### config.mk
export PLATFORM = sky130hd
export DESIGN_NAME = arith_cmp_arbiter
export DESIGN_NICKNAME = d
export VERILOG_FILES = /design/src/rtl/arith_cmp_arbiter.sv
export SDC_FILE = /design/constraint.sdc
export NUM_CORES = 1
export LEC_CHECK = 0
export BUFFER_PORTS_ARGS = -buffer_cell sky130_fd_sc_hd__buf_4
export CORE_ASPECT_RATIO = 0.7
export CORE_MARGIN = 2
export CORE_UTILIZATION = 55
export CTS_BUF_LIST = sky130_fd_sc_hd__clkbuf_4 sky130_fd_sc_hd__clkbuf_8
export CTS_CLUSTER_DIAMETER = 50
export DETAILED_ROUTE_END_ITERATION = 12
export HOLD_SLACK_MARGIN = 0.05
export PLACE_DENSITY_LB_ADDON = 0.1
export SYNTH_ARGS = -nofsm -noshare
export SYNTH_HDL_FRONTEND = slang
export SYNTH_SLANG_ARGS = --single-unit
export TNS_END_PERCENT = 10
### constraint.sdc
create_clock -name clk -period 2.85 [get_ports clk]
set_input_delay 0.285 -clock clk [delete_from_list [all_inputs] [get_ports clk]]
set_output_delay 0.285 -clock clk [all_outputs]
set_load 0.005 [all_outputs]
### src/rtl/arith_cmp_arbiter.sv
// Two-requester round-robin arbiter feeding a single add/sub/compare unit.
// One operation in flight at a time: IDLE accepts, EXEC computes, DONE holds the response.
module arith_cmp_arbiter #(
  parameter int unsigned N = 8
) (
  input  logic         clk,
  input  logic         rst_n,
  input  logic         req0_valid,
  input  logic         req1_valid,
  output logic         req0_ready,
  output logic         req1_ready,
  input  logic [N-1:0] req0_a,
  input  logic [N-1:0] req0_b,
  input  logic [N-1:0] req1_a,
  input  logic [N-1:0] req1_b,
  input  logic [1:0]   req0_op,
  input  logic [1:0]   req1_op,
  output logic         rsp_valid,
  input  logic         rsp_ready,
  output logic         rsp_id,
  output logic [N-1:0] rsp_result,
  output logic         rsp_equal,
  output logic         rsp_less,
  output logic         rsp_greater,
  output logic         busy
);

  typedef enum logic [1:0] {StIdle, StExec, StDone} state_e;

  state_e       state_q, state_d;
  logic         last_grant_q;
  logic         grant;
  logic         accept;
  logic [N-1:0] a_q, b_q;
  logic [1:0]   op_q;
  logic         id_q;

  logic [N-1:0] result_d, result_q;
  logic         equal_d, less_d, greater_d;
  logic         equal_q, less_q, greater_q;
  logic         rsp_valid_q, rsp_id_q;

  // Under contention the requester that did not win last time is favoured.
  always_comb begin
    grant = 1'b0;
    if (req0_valid && req1_valid) begin
      grant = ~last_grant_q;
    end else if (req1_valid) begin
      grant = 1'b1;
    end
  end

  always_comb begin
    state_d    = state_q;
    req0_ready = 1'b0;
    req1_ready = 1'b0;
    accept     = 1'b0;
    unique case (state_q)
      StIdle: begin
        req0_ready = req0_valid & ~grant;
        req1_ready = req1_valid & grant;
        accept     = (req0_valid & ~grant) | (req1_valid & grant);
        if (accept) begin
          state_d = StExec;
        end
      end
      StExec: state_d = StDone;
      StDone: begin
        if (rsp_ready) begin
          state_d = StIdle;
        end
      end
      default: state_d = StIdle;
    endcase
  end

  always_comb begin
    result_d  = '0;
    equal_d   = 1'b0;
    less_d    = 1'b0;
    greater_d = 1'b0;
    unique case (op_q)
      2'b00: result_d = a_q + b_q;
      2'b01: result_d = a_q - b_q;
      2'b10: begin
        equal_d   = (a_q == b_q);
        less_d    = (a_q < b_q);
        greater_d = (a_q > b_q);
      end
      default: ;
    endcase
  end

  always_ff @(posedge clk or negedge rst_n) begin
    if (!rst_n) begin
      state_q      <= StIdle;
      last_grant_q <= 1'b1;
    end else begin
      state_q <= state_d;
      if (accept) begin
        last_grant_q <= grant;
      end
    end
  end

  always_ff @(posedge clk or negedge rst_n) begin
    if (!rst_n) begin
      a_q         <= '0;
      b_q         <= '0;
      op_q        <= 2'b11;
      id_q        <= 1'b0;
      result_q    <= '0;
      equal_q     <= 1'b0;
      less_q      <= 1'b0;
      greater_q   <= 1'b0;
      rsp_valid_q <= 1'b0;
      rsp_id_q    <= 1'b0;
    end else begin
      if (accept) begin
        a_q  <= grant ? req1_a  : req0_a;
        b_q  <= grant ? req1_b  : req0_b;
        op_q <= grant ? req1_op : req0_op;
        id_q <= grant;
      end
      if (state_q == StExec) begin
        result_q    <= result_d;
        equal_q     <= equal_d;
        less_q      <= less_d;
        greater_q   <= greater_d;
        rsp_id_q    <= id_q;
        rsp_valid_q <= 1'b1;
      end else if (state_q == StDone && rsp_ready) begin
        rsp_valid_q <= 1'b0;
      end
    end
  end

  assign rsp_valid   = rsp_valid_q;
  assign rsp_id      = rsp_id_q;
  assign rsp_result  = result_q;
  assign rsp_equal   = equal_q;
  assign rsp_less    = less_q;
  assign rsp_greater = greater_q;
  assign busy        = (state_q != StIdle);

endmodule

# --- Yosys cells after proc, flatten, opt, wreduce, memory -nomap -nowiden ---
# Cells that the tools add are included.
classes:
  n_addsub: 2
  order_cmp: 2
  eq_ne: 7
  mux: 17
  bitwise: 5
  reduce_logical: 7
op_table:
  columns: ["op", "count"]
  rows:
  - ["$mux W8", 2]
  - ["$pmux W8 S2", 1]
  - ["$mux W1", 10]
  - ["$add A8 B8 Y8", 1]
  - ["$eq A8 B8 Y1", 1]
  - ["$gt A8 B8 Y1", 1]
  - ["$lt A8 B8 Y1", 1]
  - ["$sub A8 B8 Y8", 1]
  - ["$mux W2", 3]
  - ["$pmux W2 S3", 1]
  - ["$eq A2 B1 Y1 const B", 2]
  - ["$eq A2 B2 Y1 const B", 2]
  - ["$logic_not A2 Y1", 2]
  - ["$ne A2 B2 Y1 const B", 2]
  - ["$reduce_bool A2 Y1", 2]
  - ["$and A1 B1 Y1", 2]
  - ["$logic_and A1 B1 Y1", 2]
  - ["$not A1 Y1", 2]
  - ["$reduce_and A2 Y1", 1]
  - ["$or A1 B1 Y1", 1]
word_totals:
  ff_bits: 35
  in_bits: 41
  output_inout_bits: 16
  elab_cells: 52

# --- Depth between registers and ports, before layout ---
# Gate-level depths: netlist of the first run.
depth:
  word_depth: 7
  mapped_depth: 8
  depth_no_buf: 8

# --- Worst setup path before layout of the first run ---
# OpenSTA, ideal clock, no wires.
synth_path:
  path_kind: "register to register"
  from: "reg b_q[1]"
  to: "reg result_q[5], in the netlist rsp_result[5]"
  setup_ps: 122
  t_arrival_ps: 1858
  t_required_ps: 2728
  setup_slack_ps: 871
  path_stages_with_launch: 8
  n_path_buf: 0
  period_less_slack_ps: 1979
  cell_sequence: "dfrtp_1 -> inv_1 -> ha_1 -> nand2b_4 -> a221oi_1 -> nor3_1 -> or3_1 -> a32o_1"
synth_between:
  elab_chain_cells: 2
  elab_cells_between_ends: 3
  cone_classes: "add/sub (2); mux (1)"
synth_rtl:
  columns: ["element", "line", "rtl"]
  rows:
  - ["start: declaration", "34", "logic [N-1:0] a_q, b_q;"]
  - ["start signal: assignment", "121", "b_q <= grant ? req1_b : req0_b;"]
  - ["$sub A8 B8 Y8 or $add A8 B8 Y8 (tied branches)", "84, 83", null]
  - ["$pmux W8 S2 *", "82", "unique case (op_q)"]
  - ["end signal: assignment", "126", "result_q <= result_d;"]
  - ["end: declaration", "38", "logic [N-1:0] result_d, result_q;"]
# Mark *: on every way between the ends. The rest lies on a longest branch, timed or not.
# A chain may end at the register's enable or synchronous reset.

# --- Worst setup path after layout of the first run ---
# Ends and elaborated chain as after synthesis.

==> flow_summary_export.csv, run 1 <==
group,metric,value,unit
pwr,p_leak,0.00136,uW
drt,drc,0,
timing,layout_setup_ws,0.722,ns
clock_tree,cts.path.max_buffers,2,
synth,synth-seq-cells,35,
worst_setup_path,reg2reg_slack,0.72,ns
drt,via_per_inst,5.38,
clock_tree,postCtsSetupBuffers,0,
grt,grt_pass1_vias,1731,
placement,gp_congestion,0.861,
worst_setup_path,cp-startpoint,"b_q[1]",
floorplanning,rows,19,
timing,setup_violations,0,
synth,synth.net_count,292,
worst_setup_path,r2r_start,"b_q[1]",
floorplanning,die_w,80.1,um
synth,synth.yosys.seq_area_share,39.4,%
grt,grt_antenna_before_repair,0,
pwr,finalPower,3190,uW
worst_setup_path,worstSetupPathType,"register to register",
final_layout,area_delta_synth_final,24.0,%
timing,hold_violations,0,
worst_setup_path,cp-endpoint,"rsp_result[5]",
final_layout,antenna-diode-count,0,
worst_setup_path,reg2regPathDepth,7,
clock_tree,h-tree-depth,2,
clock_tree,cts_hold_buffers,1,
worst_setup_path,cp-end-kind,"register",
pwr,ir_worst_vdd,622,uV
timing,finClkSkew,0.00700,ns
drt,wire_per_inst,13.6,um
floorplanning,die_area,0.00459,sq mm
timing,max_freq,0.470,GHz
placement,port-buffer-count,56,
synth,synth_area_leader_cell,"dfrtp_1",
worst_hold_path,hp-class,"input port to register",
clock_tree,cts_resized,0,
drt,wl,4.63,mm
synth,synthArstFlopShare,100,%
synth,avgSynthCellArea,9.57,sq um
timing,fin_crit_sh,74.7,%
grt,grt_first_pass_wirelength,8.15,mm
drt,ant_nets,0,
grt,gr-total-overflow,0,
drt,via_count,1828,
placement,place_area,0.00265,sq mm
grt,grt_max_degree,38,
pwr,power.density,1150,mW/mm^2
timing,fin_crit,2.13,ns
drt,first_pass_iters,4,
worst_setup_path,reg2reg_to,"rsp_result[5]",
final_layout,drive_gt1_share,27.4,%
timing,finalMaxSlewViolations,0,
clock_tree,cts_root_buffer,"clkbuf_8",
grt,globalRouteTotalUtil,23.2,%
placement,hpwlAfterDp,3.48,mm
flow_run,drv_cap,0,
worst_setup_path,slowest_delay,0.46,ns
floorplanning,design.core.area,0.00390,sq mm
synth,synth_edf_count,0,
synth,ys.warnings.count,0,
clock_tree,clk_pin_slew,0.07,ns
floorplanning,ioPinCount,57,
worst_setup_path,worst-endpoint-arrival,2.31,ns
synth,ys.flop_type,"dfrtp_1",
final_layout,nNetsFinal,346,
final_layout,utilization,71.0,%
synth,yosysTopAreaCellShare,35.9,%
final_layout,design_area,0.00277,sq mm
synth,yosys-top-cells-area,"dfrtp_1 (36%), ha_1 (9.0%), mux2i_1 (8.5%), a21oi_1 (6.1%), nor2_1 (4.7%)",
timing,max-slew-margin-rel,70.7,%
clock_tree,cts_tree,"built",
worst_setup_path,critPathSlowestCell,"dfrtp_1",
worst_setup_path,critPathMaxFanout,5,
floorplanning,die_h,57.3,um
worst_setup_path,crit_chain,"inv_1, ha_1, nand2b_4, a221oi_1, nor3_1, or3_1, a32o_1",
worst_setup_path,required,3.03,ns
run_status,outcome,"complete, no violations",
timing,tightest_slew,0.439,ns
synth,synthCells,233,
drt,first_iter_violations,148,
synth,synth_cell_types,52,
timing,setup_tns,0,ns
clock_tree,clock-sinks,35,
clock_tree,cts_buffers,5,
timing,grt_setup_unrepaired,"false",
worst_setup_path,worstSetupStartpointType,"register",
synth,yosys-top-cells-count,"dfrtp_1 (32), nor2_1 (28), a21oi_1 (27)",
placement,post-place-ws,0.730,ns
floorplanning,start_util,57.2,%
synth,yosysMostFrequentCell,"dfrtp_1",
synth,synthesis.area,0.00223,sq mm
clock_tree,clk_latency,0.29,ns
-- worst max-delay path, delay by kind of cell (launching register included) --
kind | cells | cell delay (ns)
AOI/OAI and AO/OA | 2 | 0.58
adders and majority gates | 1 | 0.31
buffers and inverters | 1 | 0.07
DFF | 1 | 0.46
and+or+nand+nor | 3 | 0.60
-- cell usage in the layout, fill, tap and decap left out, types with 2 or more instances in the layout --
cell type,Yosys,final
nand2_1,12,12
a32o_1,2,2
nor3b_1,2,2
dfstp_2,3,3
dfrtp_1,32,32
or3_1,2,2
a21o_1,3,3
mux2i_1,19,19
a211o_1,2,2
a21boi_2,1,2
nor3_1,4,4
a221o_1,3,3
fa_1,2,2
nand3_1,4,4
o21ai_0,6,6
a21oi_1,27,27
clkbuf_8,0,7
buf_4,1,59
inv_1,16,16
nand2b_1,3,3
ha_1,16,16
a22o_1,2,2
nor2_1,28,28
o31ai_1,5,5
-- registers in the layout, summed over array words and instances, names as in the netlist --
register / cells
rsp_id: 1
rsp_valid: 1
a_q: 8
rsp_result: 8
b_q: 8
id_q: 1
last_grant_q: 1
rsp_equal: 1
state_q: 2
rsp_greater: 1
op_q: 2
rsp_less: 1
-- kinds of logic (layout without fill, tap and decap cells) --
logic type,count (synthesis),after routing,synth area share (%)
simple gates,65,65,13.9
compound gates,64,64,19.4
flops,35,35,39.4
buf+inv,29,84,6.73
mux,20,20,9.03
fa+ha+maj,18,18,10.8
xor+xnor,2,2,0.785
-- how the worst min path moves through the flow --
stage,slack [ns],from,cells after the start,to
floorplan,-0.01,rst_n,0,a_q[0]
detailed placement,0.26,rst_n,1,a_q[0]
global route,0.20,req0_valid,2,last_grant_q
global placement,0.26,rst_n,1,a_q[0]
finish,0.17,req0_valid,2,last_grant_q
CTS,0.17,req0_valid,2,last_grant_q
-- per-stage QoR --
step | hold slack [ns] | std cells
after floorplan | -0.0106 | 233
after global placement | 0.263 | 331
after detailed placement | 0.264 | 331
after CTS | 0.174 | 340
after global routing | 0.201 | 340
final | 0.174 | 340
-- metal layers --
layer / GRT usage (%) / part of all wire [%]
met1: 36.5 / 52
met5: 0 / 0
met3: 5.85 / 5.7
met2: 31.4 / 40
met4: 6.78 / 1.6
-- report_power, final --
group / total [uW] / switching, uW / internal (uW) / leakage [uW]
Sequential: 952 / 219 / 733 / 0.000415
Combinational: 1830 / 992 / 838 / 0.000893
Clock: 409 / 179 / 230 / 0.0000549
Total: 3190 / 1390 / 1800 / 0.00136
-- cell type report --
type / count / area [sq um]
Multi-Input combinational cell: 169 / 1200
Inverter: 16 / 60.1
Clock buffer: 8 / 104
Sequential cell: 35 / 880
Timing Repair Buffer: 60 / 453
Fill cell: 341 / 1130
Tap cell: 52 / 65.1
(Power assumes the default switching activity.)
==> run 2: changes to the inputs <==
- ABC_AREA: not set -> 1
- CORE_UTILIZATION: 55 -> 56
- clock period: 2.85 -> 2 ns (I/O delays scaled with it)
==> flow_summary_export.csv, run 2 <==
group,metric,value,unit
drt,drc,0,
placement,port-buffer-count,56,
placement,dp.cells,420,
worst_setup_path,cp-end-kind,"register",
grt,grt_antenna_before_repair,0,
grt,use_met1,40.1,%
synth,avgSynthCellArea,7.33,sq um
clock_tree,cts.path.max_buffers,2,
pwr,power.density,1770,mW/mm^2
synth,ys.flop_type,"dfrtp_1",
floorplanning,rows,19,
synth,synthesis.area,0.00236,sq mm
timing,finalMaxSlewViolations,0,
synth,synthArstFlopShare,100,%
synth,synth_area_leader_cell,"dfrtp_1",
grt,grt_max_degree,38,
worst_setup_path,reg2reg_slack,0.24,ns
timing,finClkSkew,0.00389,ns
floorplanning,die_area,0.00476,sq mm
synth,yosys-top-cells-count,"nand2_1 (103), inv_1 (38), dfrtp_1 (32), nor2_1 (32), nand3_1 (24)",
run_status,outcome,"complete, no violations",
drt,via_per_inst,5.10,
clock_tree,cts_root_buffer,"clkbuf_8",
clock_tree,postCtsSetupBuffers,0,
final_layout,design_area,0.00286,sq mm
timing,fin_crit,1.76,ns
drt,wire_per_inst,12.7,um
final_layout,final_cell_mix,"nand2_1 (103), buf_4 (59), inv_1 (38)",
final_layout,mostFrequentLayoutCell,"nand2_1",
timing,max_freq,0.568,GHz
grt,busiest_layer,"met1",
drt,via_count,2187,
timing,fin_crit_sh,88.0,%
grt,grt_use_met2,37.5,%
synth,synth_edf_count,0,
worst_setup_path,worst-endpoint-arrival,1.99,ns
floorplanning,die_w,81.6,um
synth,synth_cell_types,27,
final_layout,drive_gt1_share,21.8,%
clock_tree,cts_buffers,5,
timing,setup_tns,0,ns
placement,gp_congestion,0.870,
clock_tree,cts_tree,"built",
worst_setup_path,required,2.23,ns
worst_setup_path,reg2reg_to,"rsp_result[6]",
worst_setup_path,critPathMaxFanout,8,
placement,place_area,0.00276,sq mm
pwr,p_leak,0.00153,uW
floorplanning,start_util,59.1,%
timing,setup_violations,0,
timing,grt_setup_unrepaired,"false",
synth,yosys-top-cells-area,"dfrtp_1 (34%), nand2_1 (16%), ha_1 (8.5%), inv_1 (6.0%), a31oi_1 (5.6%)",
final_layout,nNetsFinal,435,
grt,globalRouteTotalUtil,26.0,%
synth,yosysMostFrequentCell,"nand2_1",
pwr,finalPower,5060,uW
placement,hpwlAfterDp,4.31,mm
synth,synth-seq-cells,35,
synth,yosysTopAreaCellShare,33.9,%
pwr,ir_worst_vdd,994,uV
timing,hold_violations,0,
worst_setup_path,cp-startpoint,"b_q[3]",
clock_tree,clk_pin_slew,0.07,ns
worst_setup_path,r2r_start,"b_q[3]",
grt,grt_pass1_vias,2024,
synth,ys.warnings.count,0,
clock_tree,cts_resized,0,
final_layout,area_delta_synth_final,21.1,%
synth,synth.net_count,381,
final_layout,fill_cells,333,
flow_run,drv_cap,0,
worst_hold_path,hp-start,"rsp_ready",
clock_tree,clk_latency,0.29,ns
drt,first_iter_violations,116,
worst_hold_path,hp-class,"input port to register",
timing,max-slew-margin-rel,64.2,%
floorplanning,die_h,58.3,um
worst_setup_path,cp-endpoint,"rsp_result[6]",
final_layout,final-instance-count-excl-fill,429,
synth,synthCells,322,
drt,wl,5.45,mm
final_layout,antenna-diode-count,0,
timing,tightest_slew,0.536,ns
drt,ant_nets,0,
clock_tree,h-tree-depth,2,
floorplanning,ioPinCount,57,
synth,synth.yosys.seq_area_share,37.3,%
worst_setup_path,worstSetupPathType,"register to register",
floorplanning,design.core.area,0.00399,sq mm
grt,gr-total-overflow,0,
placement,post-place-ws,0.272,ns
clock_tree,clock-sinks,35,
grt,met3_usage,4.91,%
worst_setup_path,reg2regPathDepth,10,
grt,grt_first_pass_wirelength,9.34,mm
worst_setup_path,worstSetupStartpointType,"register",
drt,first_pass_iters,5,
timing,layout_setup_ws,0.239,ns
run 2: cell types whose count changed after synthesis, sizes merged, moves of 19 or more:
cell	before	now
mux2i	19	0
nand2	12	104
a31oi	1	21
nand3	4	24
a21oi	28	8
inv	16	42
run 2: timing repair:
action | 4_1_cts | 5_1_grt
endpoints found under the setup margin | 0 | 0
hold endpoints to repair | 32 | 0
hold buffers | 1 | 0
run 2: report_power, final:
| group | internal (uW) | leakage [uW] | switching [uW] |
|---|---|---|---|
| clock network | 271 | 0.0000491 | 249 |
| registers | 1060 | 0.000412 | 277 |
| logic | 1220 | 0.00107 | 1980 |
| total | 2560 | 0.00153 | 2500 |
run 2: layout make-up:
cell class	count	area [sq um]	area share (%)
tap	52	65.1	2.28
clock inverter	1	5.00	0.175
sequential	35	880	30.8
clock buffer	7	83.8	2.93
timing repair buffer	60	453	15.8
inverter	42	158	5.52
multi-input combinational	232	1210	42.5
run 2: cells by family (layout without fill, tap and decap cells):
logic type	count (synthesis)	count (layout)	share of synthesized area (%)
XOR/XNOR	1	1	0.371
adder cells (fa/ha/maj)	18	18	10.2
AND/OR/NAND/NOR	170	170	29.6
flip-flops	35	35	37.3
AO/OA/AOI/OAI	43	43	11.2
buffers and inverters	55	110	11.3
run 2: how the worst min path moves through the flow:
| stage | end | slack, ns | cells after the start |
|---|---|---|---|
| final | state_q[1] | 0.11 | 2 |
| after global placement | rsp_result[7] | 0.18 | 1 |
| after detailed placement | rsp_result[4] | 0.18 | 1 |
| after CTS | state_q[1] | 0.11 | 2 |
| after floorplan | a_q[0] | -0.1 | 0 |
| after global routing | state_q[1] | 0.12 | 2 |
run 2: routing by layer:
layer / vias up / wire length [um]
li1: 1137 / -
met1: 956 / 2820
met2: 87 / 2220
met3: 7 / 375
met4: 0 / 38
met5: - / 0
run 2: critical path: stages, from the launching register on:
cell,delay (ns)
dfrtp_1,0.37
inv_1,0.05
ha_1,0.43
nor2_1,0.10
o21ai_0,0.30
nand3_1,0.13
nand2_1,0.08
nand3_1,0.06
nand2_1,0.08
nand2_1,0.05
nand2_1,0.05
run 2: metrics by stage:
| stage | hold WS (ns) | util (%) |
|---|---|---|
| after CTS | 0.111 | 71.6 |
| after global placement | 0.180 | 69.1 |
| after global routing | 0.117 | 71.6 |
| final | 0.112 | 71.6 |
| after detailed placement | 0.177 | 69.1 |
| after floorplan | -0.0956 | - |
